==> src/rtl/fetch_push_stage.sv <==
// Fetch push stage: holds one fetch bundle and pushes its lanes into the
// multi-lane write port of the fetch-to-decode FIFO. Lanes the FIFO does not
// take are compacted down to lane 0 and offered again, in program order.
module fetch_push_stage #(
  parameter int unsigned PORT_NUM   = 4,
  parameter int unsigned INST_WIDTH = 32,
  parameter int unsigned ADDR_WIDTH = 32,
  parameter int unsigned PC_STEP    = 4
) (
  input  logic                             clk,
  input  logic                             rst,
  input  logic                             bundle_valid,
  output logic                             bundle_ready,
  input  logic [ADDR_WIDTH-1:0]            bundle_pc,
  input  logic [PORT_NUM*INST_WIDTH-1:0]   bundle_inst,
  input  logic [PORT_NUM-1:0]              bundle_mask,
  input  logic                             flush,
  output logic [ADDR_WIDTH+INST_WIDTH-1:0] fifo_data_in [PORT_NUM],
  output logic [PORT_NUM-1:0]              fifo_data_in_valid,
  input  logic [PORT_NUM-1:0]              fifo_data_in_enable,
  output logic                             fifo_push,
  input  logic                             fifo_full,
  output logic                             busy,
  output logic [15:0]                      stall_cycles
);

  localparam int unsigned CntW = $clog2(PORT_NUM) + 1;

  logic [ADDR_WIDTH-1:0] slot_pc_q   [PORT_NUM];
  logic [ADDR_WIDTH-1:0] slot_pc_d   [PORT_NUM];
  logic [INST_WIDTH-1:0] slot_inst_q [PORT_NUM];
  logic [INST_WIDTH-1:0] slot_inst_d [PORT_NUM];
  logic [CntW-1:0]       cnt_q, cnt_d;
  logic [15:0]           stall_q, stall_d;

  logic [CntW-1:0] accepted;
  logic [CntW-1:0] remain;
  logic [CntW-1:0] n_load;
  logic            acc_run;
  logic            mask_run;
  logic            load;

  // Present held slots to the FIFO.
  always_comb begin
    for (int i = 0; i < int'(PORT_NUM); i++) begin
      fifo_data_in_valid[i] = (CntW'(i) < cnt_q);
      fifo_data_in[i]       = {slot_pc_q[i], slot_inst_q[i]};
    end
    fifo_push    = (cnt_q != '0) && !flush;
    busy         = (cnt_q != '0);
    stall_cycles = stall_q;
  end

  // Lanes taken this cycle: leading run of offered-and-enabled lanes.
  always_comb begin
    accepted = '0;
    acc_run  = 1'b1;
    for (int i = 0; i < int'(PORT_NUM); i++) begin
      if (acc_run && fifo_data_in_valid[i] && fifo_data_in_enable[i]) begin
        accepted = accepted + CntW'(1);
      end else begin
        acc_run = 1'b0;
      end
    end
    if (fifo_full || !fifo_push) accepted = '0;
  end

  // Incoming bundle length: leading run of ones in the mask.
  always_comb begin
    n_load   = '0;
    mask_run = 1'b1;
    for (int i = 0; i < int'(PORT_NUM); i++) begin
      if (mask_run && bundle_mask[i]) begin
        n_load = n_load + CntW'(1);
      end else begin
        mask_run = 1'b0;
      end
    end
  end

  // A new bundle may load in the same cycle the last held lanes drain.
  always_comb begin
    remain       = cnt_q - accepted;
    bundle_ready = rst && !flush && (remain == '0);
    load         = bundle_valid && bundle_ready;
  end

  // Next state: flush beats load, load beats drain.
  always_comb begin
    cnt_d   = cnt_q;
    stall_d = stall_q;
    for (int i = 0; i < int'(PORT_NUM); i++) begin
      slot_pc_d[i]   = slot_pc_q[i];
      slot_inst_d[i] = slot_inst_q[i];
    end

    if (flush) begin
      cnt_d = '0;
    end else if (load) begin
      cnt_d = n_load;
      for (int i = 0; i < int'(PORT_NUM); i++) begin
        if (CntW'(i) < n_load) begin
          slot_inst_d[i] = bundle_inst[i*INST_WIDTH +: INST_WIDTH];
          slot_pc_d[i]   = bundle_pc + ADDR_WIDTH'(i * PC_STEP);
        end
      end
    end else if (accepted != '0) begin
      cnt_d = remain;
      // Shift the untaken lanes down by the accepted count; upper slots go stale.
      for (int i = 0; i < int'(PORT_NUM); i++) begin
        for (int k = 1; k < int'(PORT_NUM) - i; k++) begin
          if (accepted == CntW'(k)) begin
            slot_pc_d[i]   = slot_pc_q[i+k];
            slot_inst_d[i] = slot_inst_q[i+k];
          end
        end
      end
    end

    if (!flush && (cnt_q != '0) && (accepted == '0) && (stall_q != 16'hFFFF)) begin
      stall_d = stall_q + 16'd1;
    end
  end

  // State registers, cleared asynchronously.
  always_ff @(posedge clk or negedge rst) begin
    if (!rst) begin
      cnt_q   <= '0;
      stall_q <= '0;
      for (int i = 0; i < int'(PORT_NUM); i++) begin
        slot_pc_q[i]   <= '0;
        slot_inst_q[i] <= '0;
      end
    end else begin
      cnt_q   <= cnt_d;
      stall_q <= stall_d;
      for (int i = 0; i < int'(PORT_NUM); i++) begin
        slot_pc_q[i]   <= slot_pc_d[i];
        slot_inst_q[i] <= slot_inst_d[i];
      end
    end
  end

endmodule

==> config.mk <==
export PLATFORM = sky130hd
export DESIGN_NAME = fetch_push_stage
export DESIGN_NICKNAME = d
export VERILOG_FILES = /design/src/rtl/fetch_push_stage.sv
export SDC_FILE = /design/constraint.sdc
export NUM_CORES = 1
export LEC_CHECK = 0
export CORE_MARGIN = 3
export CORE_UTILIZATION = 35
export DETAILED_ROUTE_END_ITERATION = 7
export GPL_ROUTABILITY_DRIVEN = 1
export SYNTH_ARGS = -nofsm -noshare
export SYNTH_HDL_FRONTEND = slang
export SYNTH_SLANG_ARGS = --single-unit
export TNS_END_PERCENT = 30
==> constraint.sdc <==
create_clock -name clk -period 6.5 [get_ports clk]
set_input_delay 1.625 -clock clk [delete_from_list [all_inputs] [get_ports clk]]
set_output_delay 1.625 -clock clk [all_outputs]
set_load 0.02 [all_outputs]
==> impl_metrics.toml, run 1 <==
[finish]
fin_cells = 2541
drive_gt1_share_pct = 17.2
area_delta_synth_final_pct = 40.0
fin_nets = 2107
fin_area_mm2 = 0.0220

[status]
status = "finished with violations"
violations = "design-rule violations"

[grt]
use_met3_pct = 6.22
grt_pass1_vias = 14700
grt_pass1_wl_mm = 96.6
top_usage_layer = "met2"
use_met2_pct = 44.4
antenna_found_initial = 4
grt_usage_pct = 26.5
gr-total-overflow = 0
grt_max_degree = 81
met1_usage_pct = 33.9

[die]
rows = 77
core_mm2 = 0.0443
io-pin-count = 452
die_x_um = 218
dieArea_mm2 = 0.0476
chipHeight_um = 218
initial_utilization_pct = 35.5

[routing]
via_count = 14600
antenna_left = 0
drc = 18
finalWirelength_mm = 65.0
drt-wirelength-per-cell_um = 25.6
detail_route.first_pass.iterations = 8
vias_per_cell = 5.76
drt_iter0_drc = 1172

[logic_synthesis]
synth_edf_count = 0
synthFlopType = "dfrtp_1"
netlist_area_mm2 = 0.0158
synth_top_area_share_pct = 43.7
yosys_warnings = 0
synthCells = 1532
yosysTopAreaCell = "dfrtp_1"
async_flop_share_pct = 100
ys_ff_latch = 275
yosysSeqAreaShare_pct = 43.7
synthMostInstantiatedCell = "dfrtp_1"
synth_cell_type_count = 64
syn_nets = 1717
synth_area_leaders = "dfrtp_1 (44%), mux2_2 (11%), o221a_2 (4.6%), mux2i_1 (4.4%), a221o_1 (3.7%)"
synth_top_cells_by_count = "dfrtp_1 (275), mux2_2 (147), nand2_1 (135)"
synth.avg_cell_area_um2 = 10.3

[placement]
place_inst = 2477
gp_congestion = 0.874
place_area_mm2 = 0.0209
port-buffer-count = 451
dp_hpwl_mm = 44.2

[setup_path]
worstPathArrival_ns = 4.67
cpPeakStageDelay_ns = 0.46
cp_num_cells = 13
path_class = "primary input to output pin"
worstPathRequired_ns = 4.88
crit_buf_inv = 2
worst_setup_path_end_kind = "output pin"
slowest_stage = "fa_1"
path_cells = "clkdlybuf4s50_1, and2_1, ha_1, xor2_1, ha_1, nand4b_1, nand2_1, nor3_1, fa_1, xor2_1, a21oi_1, o21a_1, clkbuf_2"
start_kind = "primary input"
critical_path.top_delay_family = "adder cells"
ff2ff_path_depth = 19
path_max_fanout = 6

[clock_tree]
post_cts_buffers = 0
root_buffer = "clkbuf_16"
clock_latency_ns = 0.56
cts_tree = "yes"
clk_pin_slew_ns = 0.05
numCtsBuffers = 35
hold_buffers = 0
cts_sinks = 275
clockBufferDepth = 3
htreeDepth = 2

[sta]
whs_ns = 0.501
setup_viol = 0
hold_viol_final = 0
max_slew_margin_pct = 25.7
fin_crit_ns = 6.30
fmax_mhz = 159
slew_viol_final = 0
rsz0062_at_grt = "no"
finalCritPeriodShare_pct = 96.9
finalClockSkew_ns = 0.0384
tightest_slew_ns = 1.11

[power]
p_leak_uw = 0.00863
vdd_drop_max_mv = 0.150
power_density_mw_per_mm2 = 264

[run]
max_cap_viol_count = 0

[min_path]
hp-class = "flip-flop to flip-flop"
min_path_cells = 1
[per-layer routing]
metal	vias up	share of wire [%]
met2	652	48
li1	6504	-
met4	2	2.8
met5	-	0.017
met3	112	7.8
met1	7359	41
[cell type report]
| class | count | area, um^2 |
|---|---|---|
| fillers | 4091 | 22300 |
| multi-input cells | 1084 | 8200 |
| flip-flops and latches | 275 | 6880 |
| repair buffers | 501 | 5010 |
| clock buffers | 52 | 1020 |
| well taps | 592 | 741 |
| inverters | 25 | 98.8 |
| clock inverters | 8 | 80.1 |
| diodes | 4 | 10.0 |
[timing repair]
item                                    4_1_cts  5_1_grt
endpoints found under the setup margin        1        1
cloned                                        0        0
resized for setup                             2        2
[cells in the final DEF, fill, tap and decap left out, types with 48 or more instances in the layout]
master,count
o21ai_0,91
dfrtp_1,275
o221a_2,64
nand3_1,87
a221o_1,58
xnor2_1,52
xor2_1,48
nand2_1,134
a21oi_1,74
mux2_2,147
mux2i_1,69
o211ai_1,65
clkdlybuf4s50_1,449
[through the flow]
stage | utilization (%) | setup TNS [ns] | total power [uW] | worst slack (ns)
2_1_floorplan | - | 0 | 3000 | 0.645
3_3_place_gp | 47.2 | -0.130 | 3930 | -0.130
3_5_place_dp | 47.2 | -0.261 | 3950 | -0.261
4_1_cts | 49.7 | 0 | 5890 | 0.0686
5_1_grt | 49.7 | 0 | 6080 | 0.0495
6_report | 49.7 | 0 | 5830 | 0.200
[sequential cells by signal (all words and copies together), names as in the netlist]
signal	count
cnt_q	3
fifo_data_in	256
stall_cycles	16
[final timing paths]
kind	startpoint	end	slack, ns
worst max-delay path	fifo_data_in_enable[0]	bundle_ready	0.20
worst min-delay path	stall_cycles[9]$_DFFE_PN0P_	stall_cycles[9]$_DFFE_PN0P_	0.50
worst max register to register	cnt_q[2]$_DFFE_PN0P_	fifo_data_in[88]$_DFFE_PN0P_	1.09
worst min register to register	stall_cycles[9]$_DFFE_PN0P_	stall_cycles[9]$_DFFE_PN0P_	0.50
max in group asynchronous	rst	fifo_data_in[185]$_DFFE_PN0P_	2.59
min in group asynchronous	rst	fifo_data_in[209]$_DFFE_PN0P_	0.98
[power breakdown]
group	internal [uW]	total [uW]	switching, uW
logic	866	1660	797
clock network	1130	1910	787
registers	1990	2250	260
total	3990	5830	1840
[cell families after synthesis]
| logic type | share of synthesized area, % |
|---|---|
| mux | 15.1 |
| flops | 43.7 |
| xor+xnor | 5.56 |
| fa+ha+maj | 1.00 |
| buf+inv | 4.68 |
| simple gates | 11.3 |
| compound gates | 18.6 |
[worst reg2reg max path, delay by kind of cell (launching register included)]
family / cells / cell delay, ns
simple gates: 8 / 1.61
fa+ha+maj: 3 / 1.24
buf+inv: 4 / 0.86
flops: 1 / 0.56
mux: 1 / 0.47
compound gates: 2 / 0.37
xor+xnor: 1 / 0.19
No activity file was read; power rests on OpenSTA's default activity.
==> run 2, diff against run 1 <==
--- a/config.mk
+++ b/config.mk
@@ -5,6 +5,7 @@
 export SDC_FILE = /design/constraint.sdc
 export NUM_CORES = 1
 export LEC_CHECK = 0
+export ABC_AREA = 1
 export CORE_MARGIN = 3
 export CORE_UTILIZATION = 35
 export DETAILED_ROUTE_END_ITERATION = 7
==> constraint.sdc (replaced) <==
create_clock -name clk -period 7.71 [get_ports clk]
set_input_delay 1.9275 -clock clk [delete_from_list [all_inputs] [get_ports clk]]
set_output_delay 1.9275 -clock clk [all_outputs]
set_load 0.02 [all_outputs]
==> impl_metrics.toml, run 2 <==
[status]
status = "complete, no violations"

[grt]
gr-total-overflow = 0
grt_usage_pct = 27.5
grt_pass1_vias = 18400
antenna_found_initial = 8
grt_pass1_wl_mm = 111
grt_max_degree = 140

[sta]
fmax_mhz = 141
slew_viol_final = 0
rsz0062_at_grt = "no"
whs_ns = 0.478
finalCritPeriodShare_pct = 92.1
max_slew_margin_pct = 22.1
finalClockSkew_ns = 0.0176
fin_crit_ns = 7.10
fin_tns_setup_ns = 0
hold_viol_final = 0
tightest_slew_ns = 1.17
setup_viol = 0

[routing]
detail_route.first_pass.iterations = 5
antenna_left = 0
via_count = 18800
finalWirelength_mm = 73.3
vias_per_cell = 5.29
drc = 0
drt_iter0_drc = 1505
drt-wirelength-per-cell_um = 20.6

[placement]
place_area_mm2 = 0.0219
gp_congestion = 0.905
dp_hpwl_mm = 48.6
port-buffer-count = 451

[die]
die_x_um = 227
chipHeight_um = 227
dieArea_mm2 = 0.0516
io-pin-count = 452
core_mm2 = 0.0480
rows = 80
initial_utilization_pct = 35.6

[logic_synthesis]
yosysTopAreaCell = "dfrtp_1"
yosys_warnings = 0
synth_xor_area_share_pct = 4.05
synth_top_area_share_pct = 40.2
muxShareOfSynthArea_pct = 0
synth_edf_count = 0
synth_simple_gate_area_share_pct = 39.6
syn_nets = 2746
synthMostInstantiatedCell = "nand2_1"
synth_compound_area_share_pct = 7.10
yosysSeqAreaShare_pct = 40.2
synthCells = 2561
synthFlopType = "dfrtp_1"
synth.avg_cell_area_um2 = 6.68
yosys.area_share.adder_pct = 0.922
synth_cell_type_count = 33
async_flop_share_pct = 100
synth_top_family_by_area = "simple AND/OR/NAND/NOR gates"
synth_top_cells_by_count = "nand2_1 (1216), dfrtp_1 (275), nand3_1 (218)"
synth_area_leaders = "dfrtp_1 (40%), nand2_1 (27%), nand3_1 (6.4%), o21ai_0 (5.3%), xor2_1 (3.5%)"
netlist_area_mm2 = 0.0171
ys_ff_latch = 275

[clock_tree]
clockBufferDepth = 3
htreeDepth = 2
clock_latency_ns = 0.56
root_buffer = "clkbuf_16"
post_cts_buffers = 0
numCtsBuffers = 36
clk_pin_slew_ns = 0.05
hold_buffers = 0
cts_sinks = 275
cts_tree = "yes"

[finish]
multiInputGateArea_mm2 = 0.00887
final_cell_mix = "nand2_1 (1214), clkdlybuf4s50_1 (449), dfrtp_1 (275)"
drive_gt1_share_pct = 3.70
fillers = 4903
seq_area_mm2 = 0.00688
largest_register_ffs = 256
area_delta_synth_final_pct = 34.8
final_common_cell = "nand2_1"
fin_nets = 3104
fin_area_mm2 = 0.0231

[min_path]
hp-class = "flip-flop to flip-flop"

[setup_path]
worstPathArrival_ns = 5.18
worst_setup_path_end_kind = "output pin"
path_class = "primary input to output pin"
worstPathRequired_ns = 5.78
start_kind = "primary input"
path_max_fanout = 4

[power]
vdd_drop_max_mv = 0.176
p_leak_uw = 0.0112
power_density_mw_per_mm2 = 257

[run]
max_cap_viol_count = 0
[run 2: cell types whose count changed in the layout (fill, tap and decap cells not counted), sizes merged, moves of 64 or more]
| cell | before | now |
|---|---|---|
| a21oi | 75 | 6 |
| inv | 26 | 157 |
| mux2 | 150 | 0 |
| mux2i | 69 | 0 |
| nand2 | 135 | 1221 |
| nand3 | 87 | 222 |
| nor2 | 25 | 102 |
| o21ai | 93 | 195 |
| o221a | 64 | 0 |
[run 2: kinds of logic (layout without fill, tap and decap cells)]
kind of cell,count (synthesis),after routing
AO/OA/AOI/OAI,229,229
XOR/XNOR,79,79
adder cells (fa/ha/maj),12,12
buffers and inverters,317,698
flip-flops,275,275
other,0,3
AND/OR/NAND/NOR,1649,1649
[run 2: final timing paths]
kind | slack [ns] | cells past startpoint | to | start
worst max-delay path | 0.61 | 20 | bundle_ready | fifo_data_in_enable[0]
worst min-delay path | 0.48 | 2 | fifo_data_in[196]$_DFFE_PN0P_ | fifo_data_in[196]$_DFFE_PN0P_
worst max register to register | 2.59 | 24 | fifo_data_in[211]$_DFFE_PN0P_ | cnt_q[2]$_DFFE_PN0P_
worst min register to register | 0.48 | 2 | fifo_data_in[196]$_DFFE_PN0P_ | fifo_data_in[196]$_DFFE_PN0P_
max in group asynchronous | 4.96 | 2 | fifo_data_in[207]$_DFFE_PN0P_ | rst
min in group asynchronous | 1.33 | 1 | fifo_data_in[204]$_DFFE_PN0P_ | rst
[run 2: through the flow]
step | utilization (%) | cells | total power (uW) | worst slack (ns)
after floorplan | - | 2561 | 3130 | 1.20
after global placement | 45.6 | 3496 | 4240 | 0.319
after detailed placement | 45.6 | 3496 | 4270 | 0.267
after CTS | 48.0 | 3557 | 5980 | 0.246
after global routing | 48.0 | 3558 | 6270 | 0.240
final | 48.0 | 3560 | 5930 | 0.607
[run 2: final cells by class]
type	instances	share of cell area, %
clock inverter	8	0.315
multi-input combinational	1969	38.5
inverter	156	2.54
sequential	275	29.8
antenna	3	0.0326
clock buffer	53	4.67
tap	615	3.34
timing repair buffer	481	20.8
[run 2: metal layers]
layer  up-vias  global-route usage [%]  part of all wire (%)  routed length (um)
met5         -                       0                 0.086                  63
met4        12                    11.0                   3.9                2890
met3       174                    6.60                   8.5                6260
met2       824                    45.1                    46               34000
met1      8993                    35.0                    41               30100
li1       8837                       -                     -                   -
[run 2: worst max-delay path: stages]
cell	delay (ns)
clkdlybuf4s50_1	0.48
nand3_1	0.10
inv_1	0.07
ha_1	0.15
nand2_1	0.11
inv_1	0.12
nand3_1	0.08
nand2_1	0.10
inv_1	0.05
ha_1	0.26
nor3_1	0.18
nor2_1	0.07
nand2_1	0.10
inv_2	0.05
fa_1	0.41
xnor2_1	0.20
nand4_1	0.24
nand3_2	0.18
inv_1	0.06
dlymetal6s2s_1	0.23
[run 2: where the power goes]
group / total [uW] / switching [uW] / internal, uW
clock network: 1680 / 681 / 996
logic: 2160 / 1200 / 961
registers: 2100 / 319 / 1780
total: 5930 / 2200 / 3730
[run 2: what timing repair did]
action	CTS	global route
endpoints found under the setup margin	0	1
endpoints found under the hold margin	0	0
resized for setup	0	1
==> run 3, diff against run 2 <==
--- a/config.mk
+++ b/config.mk
@@ -6,10 +6,12 @@
 export NUM_CORES = 1
 export LEC_CHECK = 0
 export ABC_AREA = 1
+export CAP_MARGIN = 20
 export CORE_MARGIN = 3
 export CORE_UTILIZATION = 35
 export DETAILED_ROUTE_END_ITERATION = 7
 export GPL_ROUTABILITY_DRIVEN = 1
+export SLEW_MARGIN = 5
 export SYNTH_ARGS = -nofsm -noshare
 export SYNTH_HDL_FRONTEND = slang
 export SYNTH_SLANG_ARGS = --single-unit
==> constraint.sdc (replaced) <==
create_clock -name clk -period 6.7 [get_ports clk]
set_input_delay 1.675 -clock clk [delete_from_list [all_inputs] [get_ports clk]]
set_output_delay 1.675 -clock clk [all_outputs]
set_load 0.02 [all_outputs]
==> impl_metrics.toml, run 3 (synthesis results as in run 2) <==
[placement]
port-buffer-count = 451
dp_hpwl_mm = 49.8
gp_congestion = 0.909
pre_cts_ws_ns = -0.0853
place_inst = 3511

[setup_path]
slowest_stage = "clkdlybuf4s50_1"
path_class = "primary input to output pin"
path_cells = "clkdlybuf4s50_1, nand3_1, inv_1, ha_1, nand2_1, inv_1, nand3_1, nand2_1, inv_1, ha_1, nor3_1, nor2_1, nand2_1, inv_2, fa_1, xnor2_1, inv_1, nand2_4, nand3_2, inv_1, clkbuf_2"
start_kind = "primary input"
critical_path.endpoint = "bundle_ready"
worst_setup_path_end_kind = "output pin"
r2r_end = "fifo_data_in[163]$_DFFE_PN0P_"
ff2ff_path_depth = 25
crit_top_cell = "inv_1"
regToRegSetupSlack_ns = 2.09
cpPeakStageDelay_ns = 0.48
reg2reg_from = "cnt_q[2]$_DFFE_PN0P_"
worstPathArrival_ns = 4.70
path_max_fanout = 4
worstSetupStartpoint = "fifo_data_in_enable[0]"
worstPathRequired_ns = 5.03

[clock_tree]
post_cts_buffers = 0
cts_sinks = 275
htreeDepth = 2
root_buffer = "clkbuf_16"
cts_tree = "yes"
clk_pin_slew_ns = 0.05
clockBufferDepth = 3
numCtsBuffers = 35
clock_latency_ns = 0.54

[grt]
grt_usage_pct = 27.7
gr-total-overflow = 0
grt_pass1_vias = 18500
grt_max_degree = 133
grt_pass1_wl_mm = 111
antenna_found_initial = 12

[finish]
fillers = 4885
largest_register_ffs = 256
final_cell_mix = "nand2_1 (1214), clkdlybuf4s50_1 (449), dfrtp_1 (275)"
drive_gt1_share_pct = 4.02
area_delta_synth_final_pct = 35.5
fin_nets = 3118
utilization_pct = 48.2
final_common_cell = "nand2_1"
fin_cells = 3576

[routing]
detail_route.first_pass.iterations = 6
drt-wirelength-per-cell_um = 20.7
drc = 0
finalWirelength_mm = 73.9
antenna_left = 0
vias_per_cell = 5.27
wirelength_met1_mm = 30.0
dr_wl_met3_mm = 6.13
met2WireLength_mm = 35.1
drt_iter0_drc = 1783
top_layer = "met5"
via_count = 18900

[die]
io-pin-count = 452
chipHeight_um = 227
dieArea_mm2 = 0.0516
core_mm2 = 0.0480
rows = 80
die_x_um = 227
initial_utilization_pct = 35.6

[sta]
max_slew_margin_pct = 32.7
fin_crit_ns = 6.38
fmax_mhz = 157
tightest_slew_ns = 1.01
finalClockSkew_ns = 0.0166
rsz0062_at_grt = "no"
hold_viol_final = 0
finalCritPeriodShare_pct = 95.2
worst_slack_ns = 0.324
setup_viol = 0
slew_viol_final = 0

[power]
p_total_uw = 6760
vdd_drop_max_mv = 0.176
p_leak_uw = 0.0112
power_density_mw_per_mm2 = 292

[min_path]
hp-class = "flip-flop to flip-flop"
holdCritStartpoint = "fifo_data_in[212]$_DFFE_PN0P_"

[run]
max_cap_viol_count = 0

[status]
status = "complete, no violations"
==> run 3: cell count changes in the layout (fill, tap and decap cells not counted) <==
cell / before / now
buf_12: 4 / 8
clkbuf_1: 7 / 13
bufinv_16: 1 / 0
clkbuf_2: 0 / 1
clkinvlp_4: 0 / 1
clkbuf_8: 9 / 8
diode_2: 3 / 4
dlymetal6s2s_1: 1 / 0
inv_6: 2 / 0
buf_4: 26 / 37
clkinv_2: 5 / 2
==> run 3: repair_timing <==
action | CTS | global route
resized for setup | 1 | 2
hold buffers | 0 | 0
endpoints found under the setup margin | 1 | 1
==> run 3: critical path: cells and delay by family <==
| family | cells | cell delay [ns] |
|---|---|---|
| XOR/XNOR | 1 | 0.19 |
| adder cells (fa/ha/maj) | 3 | 0.84 |
| buffers and inverters | 8 | 1.16 |
| AND/OR/NAND/NOR | 9 | 0.86 |
==> run 3: area by class of cell <==
cell class	count	area (um^2)	share of cell area, %
tap	615	769	3.32
timing repair buffer	496	4950	21.4
clock inverter	3	17.5	0.0756
clock buffer	58	1080	4.68
multi-input combinational	1969	8870	38.3
inverter	156	586	2.53
antenna	4	10.0	0.0432
sequential	275	6880	29.7
==> run 3: worst min-delay path by stage <==
stage / slack, ns / to / cells after the start
6_report: 0.48 / fifo_data_in[212]$_DFFE_PN0P_ / 2
5_1_grt: 0.50 / fifo_data_in[246]$_DFFE_PN0P_ / 2
4_1_cts: 0.48 / fifo_data_in[198]$_DFFE_PN0P_ / 2
3_5_place_dp: 0.46 / fifo_data_in[234]$_DFFE_PN0P_ / 2
3_3_place_gp: 0.46 / fifo_data_in[230]$_DFFE_PN0P_ / 2
2_1_floorplan: 0.52 / cnt_q[1]$_DFFE_PN0P_ / 2
==> run 3: per-layer routing <==
layer | global-route usage, % | vias to the layer above
met5 | 0 | -
met4 | 10.4 | 16
met3 | 5.93 | 153
met2 | 46.2 | 851
met1 | 35.5 | 8981
li1 | - | 8860
==> run 3: power by group <==
part           internal [uW]  switching (uW)  total [uW]
combinational           1110            1370        2480
clock                   1100             763        1860
sequential              2050             374        2420
total                   4260            2510        6760
==> run 3: through the flow <==
step	instance area, um^2	hold slack, ns	setup TNS [ns]
after floorplan	17100	0.520	0
after global placement	22100	0.464	-0.0992
after detailed placement	22100	0.464	-0.0853
after CTS	23200	0.480	0
after global routing	23200	0.501	0
final	23200	0.480	0
